<file path="src/rtl/snoop_pkg.sv">
// Shared encodings for the snoop line controller: bus op codes, line coherence
// states and FSM states.
package snoop_pkg;

    typedef enum logic [1:0] {
        OP_READ_MISS  = 2'b00,
        OP_INVALIDATE = 2'b01,
        OP_WRITE_MISS = 2'b10,
        OP_NOTHING    = 2'b11
    } snoop_op_t;

    typedef enum logic [1:0] {
        ST_I = 2'd0,
        ST_S = 2'd1,
        ST_M = 2'd2,
        ST_E = 2'd3
    } line_state_t;

    typedef enum logic [1:0] {
        FSM_IDLE   = 2'd0,
        FSM_LOOKUP = 2'd1,
        FSM_FLUSH  = 2'd2,
        FSM_RESP   = 2'd3
    } fsm_state_t;

    // Without MESI support an Exclusive fill is stored as Shared.
    function automatic logic [1:0] coerce_state(input logic [1:0] raw, input logic mesi_en);
        if (!mesi_en && raw == ST_E) begin
            return ST_S;
        end
        return raw;
    endfunction

endpackage

</file>
<file path="src/rtl/snoop_next_state.sv">
// Coherence transition for one snooped line: (prior state, op, hit) ->
// (next state, write-back needed, requester must load Shared).
module snoop_next_state
    import snoop_pkg::*;
#(
    parameter int MESI = 0
) (
    input  logic [1:0] prior_state,
    input  logic [1:0] op,
    input  logic       hit,
    output logic [1:0] next_state,
    output logic       flush,
    output logic       shared
);

    logic [1:0] prior_eff;

    always_comb begin
        prior_eff  = coerce_state(prior_state, MESI != 0);
        next_state = prior_eff;
        flush      = 1'b0;
        shared     = 1'b0;
        if (hit) begin
            case (op)
                OP_READ_MISS: begin
                    next_state = ST_S;
                    flush      = (prior_eff == ST_M);
                    shared     = 1'b1;
                end
                OP_WRITE_MISS: begin
                    next_state = ST_I;
                    flush      = (prior_eff == ST_M);
                end
                OP_INVALIDATE: begin
                    // Invalidate only comes from an upgrade of a line we share, so no data moves.
                    next_state = ST_I;
                end
                default: begin
                end
            endcase
        end
    end

endmodule

</file>
<file path="src/rtl/snoop_line_controller.sv">
// Per-line MSI/MESI state and tag store answering bus snoops; Modified hits
// trigger a write-back flush handshake before the snoop response.
module snoop_line_controller
    import snoop_pkg::*;
#(
    parameter int ADDR_W  = 8,
    parameter int INDEX_W = 2,
    parameter int MESI    = 0
) (
    input  logic                      i_Clock,
    input  logic                      i_Reset_n,
    input  logic                      i_Snoop_Valid,
    output logic                      o_Snoop_Ready,
    input  logic [1:0]                i_Snoop_Op,
    input  logic [ADDR_W-1:0]         i_Snoop_Addr,
    input  logic                      i_Local_Valid,
    output logic                      o_Local_Ready,
    input  logic [INDEX_W-1:0]        i_Local_Index,
    input  logic [ADDR_W-INDEX_W-1:0] i_Local_Tag,
    input  logic [1:0]                i_Local_State,
    output logic                      o_Flush_Req,
    output logic [INDEX_W-1:0]        o_Flush_Index,
    input  logic                      i_Flush_Ack,
    output logic                      o_Done,
    output logic                      o_Hit,
    output logic                      o_Shared
);

    localparam int TAG_W = ADDR_W - INDEX_W;
    localparam int LINES = 2 ** INDEX_W;

    fsm_state_t                  fsm_reg, fsm_next;
    logic [1:0]                  op_reg;
    logic [INDEX_W-1:0]          index_reg;
    logic [TAG_W-1:0]            tag_reg;
    logic                        hit_reg;
    logic                        shared_reg;
    logic [INDEX_W-1:0]          flush_index_reg;

    logic [LINES-1:0][1:0]       state_vec;
    logic [LINES-1:0][TAG_W-1:0] tag_vec;

    logic                        snoop_xfer;
    logic                        local_we;
    logic [1:0]                  local_state_c;
    logic [1:0]                  lookup_state;
    logic                        lookup_hit;
    logic [1:0]                  lookup_next;
    logic                        lookup_flush;
    logic                        lookup_shared;

    assign o_Snoop_Ready = (fsm_reg == FSM_IDLE);
    // A snoop presented in the same cycle always wins over a local write.
    assign o_Local_Ready = (fsm_reg == FSM_IDLE) && !i_Snoop_Valid;
    assign snoop_xfer    = i_Snoop_Valid && o_Snoop_Ready;
    assign local_we      = i_Local_Valid && o_Local_Ready;
    assign local_state_c = coerce_state(i_Local_State, MESI != 0);

    assign lookup_state  = state_vec[index_reg];
    assign lookup_hit    = (tag_vec[index_reg] == tag_reg) && (lookup_state != ST_I);

    snoop_next_state #(
        .MESI (MESI)
    ) u_next_state (
        .prior_state (lookup_state),
        .op          (op_reg),
        .hit         (lookup_hit),
        .next_state  (lookup_next),
        .flush       (lookup_flush),
        .shared      (lookup_shared)
    );

    generate
        for (genvar gi = 0; gi < LINES; gi++) begin : g_line
            logic [1:0]       line_state_reg;
            logic [TAG_W-1:0] line_tag_reg;

            always_ff @(posedge i_Clock or negedge i_Reset_n) begin
                if (!i_Reset_n) begin
                    line_state_reg <= ST_I;
                    line_tag_reg   <= '0;
                end else if (local_we && i_Local_Index == INDEX_W'(gi)) begin
                    line_state_reg <= local_state_c;
                    line_tag_reg   <= i_Local_Tag;
                end else if (fsm_reg == FSM_LOOKUP && index_reg == INDEX_W'(gi)) begin
                    line_state_reg <= lookup_next;
                end
            end

            assign state_vec[gi] = line_state_reg;
            assign tag_vec[gi]   = line_tag_reg;
        end
    endgenerate

    always_comb begin
        fsm_next = fsm_reg;
        case (fsm_reg)
            FSM_IDLE:   if (i_Snoop_Valid) fsm_next = FSM_LOOKUP;
            FSM_LOOKUP: fsm_next = lookup_flush ? FSM_FLUSH : FSM_RESP;
            FSM_FLUSH:  if (i_Flush_Ack) fsm_next = FSM_RESP;
            FSM_RESP:   fsm_next = FSM_IDLE;
            default:    fsm_next = FSM_IDLE;
        endcase
    end

    always_ff @(posedge i_Clock or negedge i_Reset_n) begin
        if (!i_Reset_n) begin
            fsm_reg         <= FSM_IDLE;
            op_reg          <= OP_NOTHING;
            index_reg       <= '0;
            tag_reg         <= '0;
            hit_reg         <= 1'b0;
            shared_reg      <= 1'b0;
            flush_index_reg <= '0;
        end else begin
            fsm_reg <= fsm_next;
            if (snoop_xfer) begin
                op_reg    <= i_Snoop_Op;
                index_reg <= i_Snoop_Addr[INDEX_W-1:0];
                tag_reg   <= i_Snoop_Addr[ADDR_W-1:INDEX_W];
            end
            if (fsm_reg == FSM_LOOKUP) begin
                hit_reg         <= lookup_hit;
                shared_reg      <= lookup_shared;
                flush_index_reg <= index_reg;
            end
        end
    end

    // Outputs decode straight from registered state so reset clears them asynchronously.
    assign o_Flush_Req   = (fsm_reg == FSM_FLUSH);
    assign o_Flush_Index = flush_index_reg;
    assign o_Done        = (fsm_reg == FSM_RESP);
    assign o_Hit         = o_Done && hit_reg;
    assign o_Shared      = o_Done && shared_reg;

endmodule

</file>
<file path="config.mk">
export PLATFORM = sky130hd
export DESIGN_NAME = snoop_line_controller
export DESIGN_NICKNAME = d
export VERILOG_FILES = /design/src/rtl/snoop_pkg.sv /design/src/rtl/snoop_next_state.sv /design/src/rtl/snoop_line_controller.sv
export SDC_FILE = /design/constraint.sdc
export NUM_CORES = 1
export LEC_CHECK = 0
export ABC_AREA = 1
export CAP_MARGIN = 25
export CORE_AREA = 2 2 104 106
export CTS_BUF_LIST = sky130_fd_sc_hd__clkbuf_8
export DETAILED_ROUTE_END_ITERATION = 12
export DIE_AREA = 0 0 106 108
export MAX_ROUTING_LAYER = met4
export REMOVE_ABC_BUFFERS = 1
export SLEW_MARGIN = 20
export SYNTH_ARGS = -nofsm -noshare
export SYNTH_HDL_FRONTEND = slang
export SYNTH_SLANG_ARGS = --single-unit
</file>
<file path="constraint.sdc">
create_clock -name i_Clock -period 3.3 [get_ports i_Clock]
set_input_delay 0.495 -clock i_Clock [delete_from_list [all_inputs] [get_ports i_Clock]]
set_output_delay 0.495 -clock i_Clock [all_outputs]
set_load 0.05 [all_outputs]
</file>
After elaboration in Yosys (flattened, before gate mapping)
Cells that the tools add are included.

operators by class
  magnitude comparators = 1
  equal/unequal tests = 17
  multiplexer cells = 28
  reduce and logical (&&, ||, !) cells = 27

operators with widths
  cell                                                                    number
  2-bit two-way mux                                                       16
  2-bit equality test (second input constant)                             10
  1-bit logical AND                                                       14
  6-bit binary-select mux with 2-bit select                               1
  2-bit nonzero test                                                      5
  2-bit by 1-bit equality test with 1-bit output (second input constant)  4
  2-bit logical NOT                                                       4
  2-bit case mux with 4 select lines                                      1
  1-bit two-way mux                                                       7
  6-bit equality test                                                     1
  6-bit two-way mux                                                       1
  2-bit binary-select mux with 2-bit select                               1
  2-bit case mux with 2 select lines                                      1
  2-bit OR reduction                                                      2
  2-bit by 3-bit < comparator with 1-bit output (second input constant)   1
  2-bit by 1-bit != test with 1-bit output (second input constant)        1
  2-bit != test (second input constant)                                   1
  2-bit AND reduction                                                     1
  1-bit logical NOT                                                       1

storage, ports and cells
  register bits = 48
  input bits = 25

Depth between registers and ports, before layout
  word-level depth = 10
  gate-level depth with buffers = 15

Cells and area by module
From an unflattened synthesis, not the netlist that was laid out.

second synthesis, totals
  cells, all modules = 326
  area total of the unflattened synthesis = 2532.4 um2

by module, submodules not included
  module                 times used  cells each  area an instance (um2)
  snoop_line_controller  1           314         2479.9
  snoop_next_state       1           12          52.6

Least setup slack after synthesis
Ideal clock, no wire load.

  path kind = reg2reg
  from = reg fsm_reg[0]
  to = reg g_line[2].line_tag_reg[1]
  setup time = 0.125 ns
  data arrival time = 2.920 ns
  data required time = 3.175 ns
  slack = 0.255 ns
  stages on the path, launching flop included = 9
  buffers on the path = 1
  period minus slack after synthesis = 3.045 ns
  cell sequence = dfrtp_1 > inv_1 > ha_1 > inv_1 > nor2_1 > nand2_1 > nor3_1 > buf_4 > mux2_2

on the way
  cells in the longest elaborated chain, start to end = 4

ends and longest elaborated chain
  item                    line                          text
  start, declared         snoop_line_controller.sv:32   fsm_state_t fsm_reg, fsm_next;
  start signal, assigned  snoop_line_controller.sv:116  fsm_reg <= fsm_next;
  2-bit logical NOT       --
  net o_Snoop_Ready       snoop_line_controller.sv:13   output logic o_Snoop_Ready,
  1-bit logical AND       snoop_line_controller.sv:54   assign o_Local_Ready = (fsm_reg == FSM_IDLE) && !i_Snoop_Valid;
  net o_Local_Ready       snoop_line_controller.sv:17   output logic o_Local_Ready,
  1-bit logical AND       snoop_line_controller.sv:56   assign local_we = i_Local_Valid && o_Local_Ready;
  1-bit logical AND       snoop_line_controller.sv:82   end else if (local_we && i_Local_Index == INDEX_W'(gi)) begin
  end signal, assigned    snoop_line_controller.sv:84   line_tag_reg <= i_Local_Tag;
  end, declared           snoop_line_controller.sv:76   logic [TAG_W-1:0] line_tag_reg;

The timed path passes the listed nets, and every way through them passes these cells.
A chain may end at the register's enable or synchronous reset.

Worst setup path in the final report
  from = reg fsm_reg[0]
  to = out o_Local_Ready

on the way
  cells in the longest elaborated chain, start to end = 2

ends and longest elaborated chain
  item               line
  2-bit logical NOT  snoop_line_controller.sv:54
  1-bit logical AND  snoop_line_controller.sv:54
  end, declared      snoop_line_controller.sv:17

Every way passes these cells.

==> flow_metrics.env <==
export IMPL_finalCriticalPeriod_ns=2.626
export IMPL_synthTopCellsByArea="dfrtp_1, nand2_1, mux2_2"
export IMPL_worstSetupPathType="flop to output port"
export IMPL_clock_insertion_delay_worst_skew_ns=0.31
export IMPL_ios=33
export IMPL_period_share=0.7958
export IMPL_cts_max_path_buffers=2
export IMPL_yosys_most_used_dff="dfrtp_1"
export IMPL_postCtsSetupBuffers=0
export IMPL_grt_pass1_wl_mm=10.86
export IMPL_final_nets=389
export IMPL_synth_area_per_cell_um2=7.854
export IMPL_multi_input_area_um2=1131
export IMPL_synth_top_area_cell="dfrtp_1"
export IMPL_rr_worst_depth=11
export IMPL_dpl_hpwl_mm=4.578
export IMPL_tightest_slew_ns=0.6096
export IMPL_grt_pass1_vias=2289
export IMPL_routed_top_layer="met4"
export IMPL_die_y_um=108
export IMPL_synth_common_cells="nand2_1, dfrtp_1, inv_1, nand3_1, nor2_1"
export IMPL_crit_path_end_kind="output port"
export IMPL_regArea_um2=1204
export IMPL_num_vias=2174
export IMPL_crit_start="fsm_reg[0]"
export IMPL_p_int_w=0.001541
export IMPL_htree_levels=2
export IMPL_netSwitchingFraction=0.4227
export IMPL_clock_skew_ns=0.007760
export IMPL_largest_reg_flops=24
export IMPL_cp_start_kind="flop"
export IMPL_clkTransAtPathRegs_ns=0.10
export IMPL_clockPowerShare=0.163
export IMPL_num_rows=37
export IMPL_synth_most_common_cell="nand2_1"
export IMPL_cp_required_ns=2.80
export IMPL_crit_fanout=5
export IMPL_die_x_um=106
export IMPL_timing_rr_start="fsm_reg[0]"
export IMPL_reg2reg_setup_slack_ns=1.12
export IMPL_dpl_cell_area_um2=3035
export IMPL_rr_endpoint="g_line[1].line_state_reg[0]"
export IMPL_slew_viol_final=0
export IMPL_cts_root_buf="clkbuf_8"
export IMPL_finalInstanceArea_um2=3147
export IMPL_dp_cells=489
export IMPL_ys_warn_count=0
export IMPL_p_leak_nw=1.554
export IMPL_hold_viol=0
export IMPL_routabilityCongestion=0.8775
export IMPL_slew_headroom=0.5926
export IMPL_whs_ns=0.1692
export IMPL_seq_area_frac_synth=0.4774
export IMPL_cts_buffers=5
export IMPL_drt_first_iter_violations=103
export IMPL_power_density_nw_per_um2=848.3
export IMPL_p_sw_w=0.001128
export IMPL_setup_viol=0
export IMPL_cts_tree="done"
export IMPL_firstDrtPassIters=4
export IMPL_hold_class="primary input to asynchronous set/reset pin"
export IMPL_drc=0
export IMPL_cp_arrival_ns=2.13
export IMPL_synth_edf_count=0
export IMPL_rsz0062_at_grt="false"
export IMPL_yosys_cell_types_count=28
export IMPL_drv_cap=0
export IMPL_clock_sinks=48
export IMPL_ys_ff_latch=48
export IMPL_power_frac_comb=0.462
export IMPL_grt_max_degree=27
export IMPL_nFillCells=1094
export IMPL_maxClockFrequency_mhz=380.8
export IMPL_diodes=0
export IMPL_hold_buffers=0
export IMPL_drive_gt1_frac=0.1136
export IMPL_synth_top_area_frac=0.4566
export IMPL_fp_dieArea_um2=11450
export IMPL_drt_wirelength_per_cell_um=12.59
export IMPL_seqPwrFrac=0.374
export IMPL_via_per_inst=4.374
export IMPL_initial_utilization=0.2464
export IMPL_status="finished clean"
export IMPL_routed_wl_mm=6.256
export IMPL_ir_drop_v=0.0003326
export IMPL_dr_wl_met3_um=321
export IMPL_total_power_w=0.002669
export IMPL_wl_met1_mm=2.832
export IMPL_synthArstFlopShare=1.000
export IMPL_syn_area_um2=2521
export IMPL_groute_usage_overall=0.1230
export IMPL_post_cts_resized=0
export IMPL_route_met2_wl_mm=3.046
export IMPL_postRouteAntennaNets=0
export IMPL_io_buffers=32
export IMPL_grt_overflow_total=0
export IMPL_syn_to_final_growth_pct=24.81
export IMPL_syn_inst=321
export IMPL_antenna_found_initial=0
export IMPL_fin_cells=497
export IMPL_core_um2=10230
==> cells in the final DEF, fill, tap and decap left out, types with 2 or more instances in the layout <==
master / Yosys / layout
a21oi_1: 11 / 11
a22o_1: 4 / 4
buf_4: 2 / 7
clkbuf_8: 0 / 5
clkdlybuf4s50_1: 0 / 31
clkinv_1: 2 / 2
dfrtp_1: 46 / 46
dfstp_2: 2 / 2
ha_1: 4 / 4
inv_1: 33 / 33
inv_2: 3 / 3
mux2_1: 2 / 2
mux2_2: 13 / 13
nand2_1: 123 / 123
nand3_1: 18 / 18
nand3b_1: 2 / 2
nor2_1: 17 / 17
nor2_4: 2 / 2
nor3_1: 6 / 6
o21ai_0: 15 / 15
o21ai_1: 3 / 3
==> power groups by stage <==
stage | registers (W) | clock network (W) | logic (W)
finish | 0.000999 | 0.000436 | 0.00123
global route | 0.00103 | 0.000468 | 0.00142
CTS | 0.00100 | 0.000443 | 0.00125
detailed placement | 0.00101 | 0 | 0.00124
global placement | 0.000999 | 0 | 0.00121
floorplan | 0.00104 | 0 | 0.000851
==> cells by family after synthesis <==
family / after synthesis / synth area share
flops: 48 / 0.4774
mux: 15 / 0.06700
buf+inv: 46 / 0.07394
simple gates: 173 / 0.2849
fa+ha+maj: 4 / 0.01985
compound gates: 35 / 0.07692
==> final cells by class <==
cell class                      instances  share of cell area
Clock inverter                          3             0.01352
Timing Repair Buffer                   40              0.1233
Multi-Input combinational cell        227              0.3594
Inverter                               38             0.04533
Sequential cell                        48              0.3825
Clock buffer                            5             0.02187
Tap cell                              136             0.05408
==> critical path: stages (launching register included) <==
cell and delay, ns:
dfrtp_1 0.44, inv_1 0.13, ha_1 0.23, inv_1 0.07, nor2_1 0.13, clkdlybuf4s50_1 0.83
==> metrics by stage <==
step	util	setup slack, ns	TNS [ns]
2_1_floorplan	-	-0.05051	-0.2793
3_3_place_gp	0.2947	0.9061	0
3_5_place_dp	0.2967	0.8780	0
4_1_cts	0.3076	0.6581	0
5_1_grt	0.3076	0.5396	0
6_report	0.3076	0.6738	0
==> how the worst max path moves through the flow <==
stage,depth (start not counted),end,slack [ns]
3_3_place_gp,3,o_Local_Ready,0.91
4_1_cts,5,o_Local_Ready,0.66
2_1_floorplan,7,g_line[2].line_tag_reg[1],-0.05
6_report,5,o_Local_Ready,0.67
5_1_grt,5,o_Local_Ready,0.54
3_5_place_dp,3,o_Local_Ready,0.88
==> routing by layer <==
metal,GRT usage,vias to the layer above
li1,-,1092
met1,0.1552,1022
met2,0.2032,54
met3,0.02351,6
met4,0.03383,0
met5,-,-
Power figures use the tool's default switching activity.
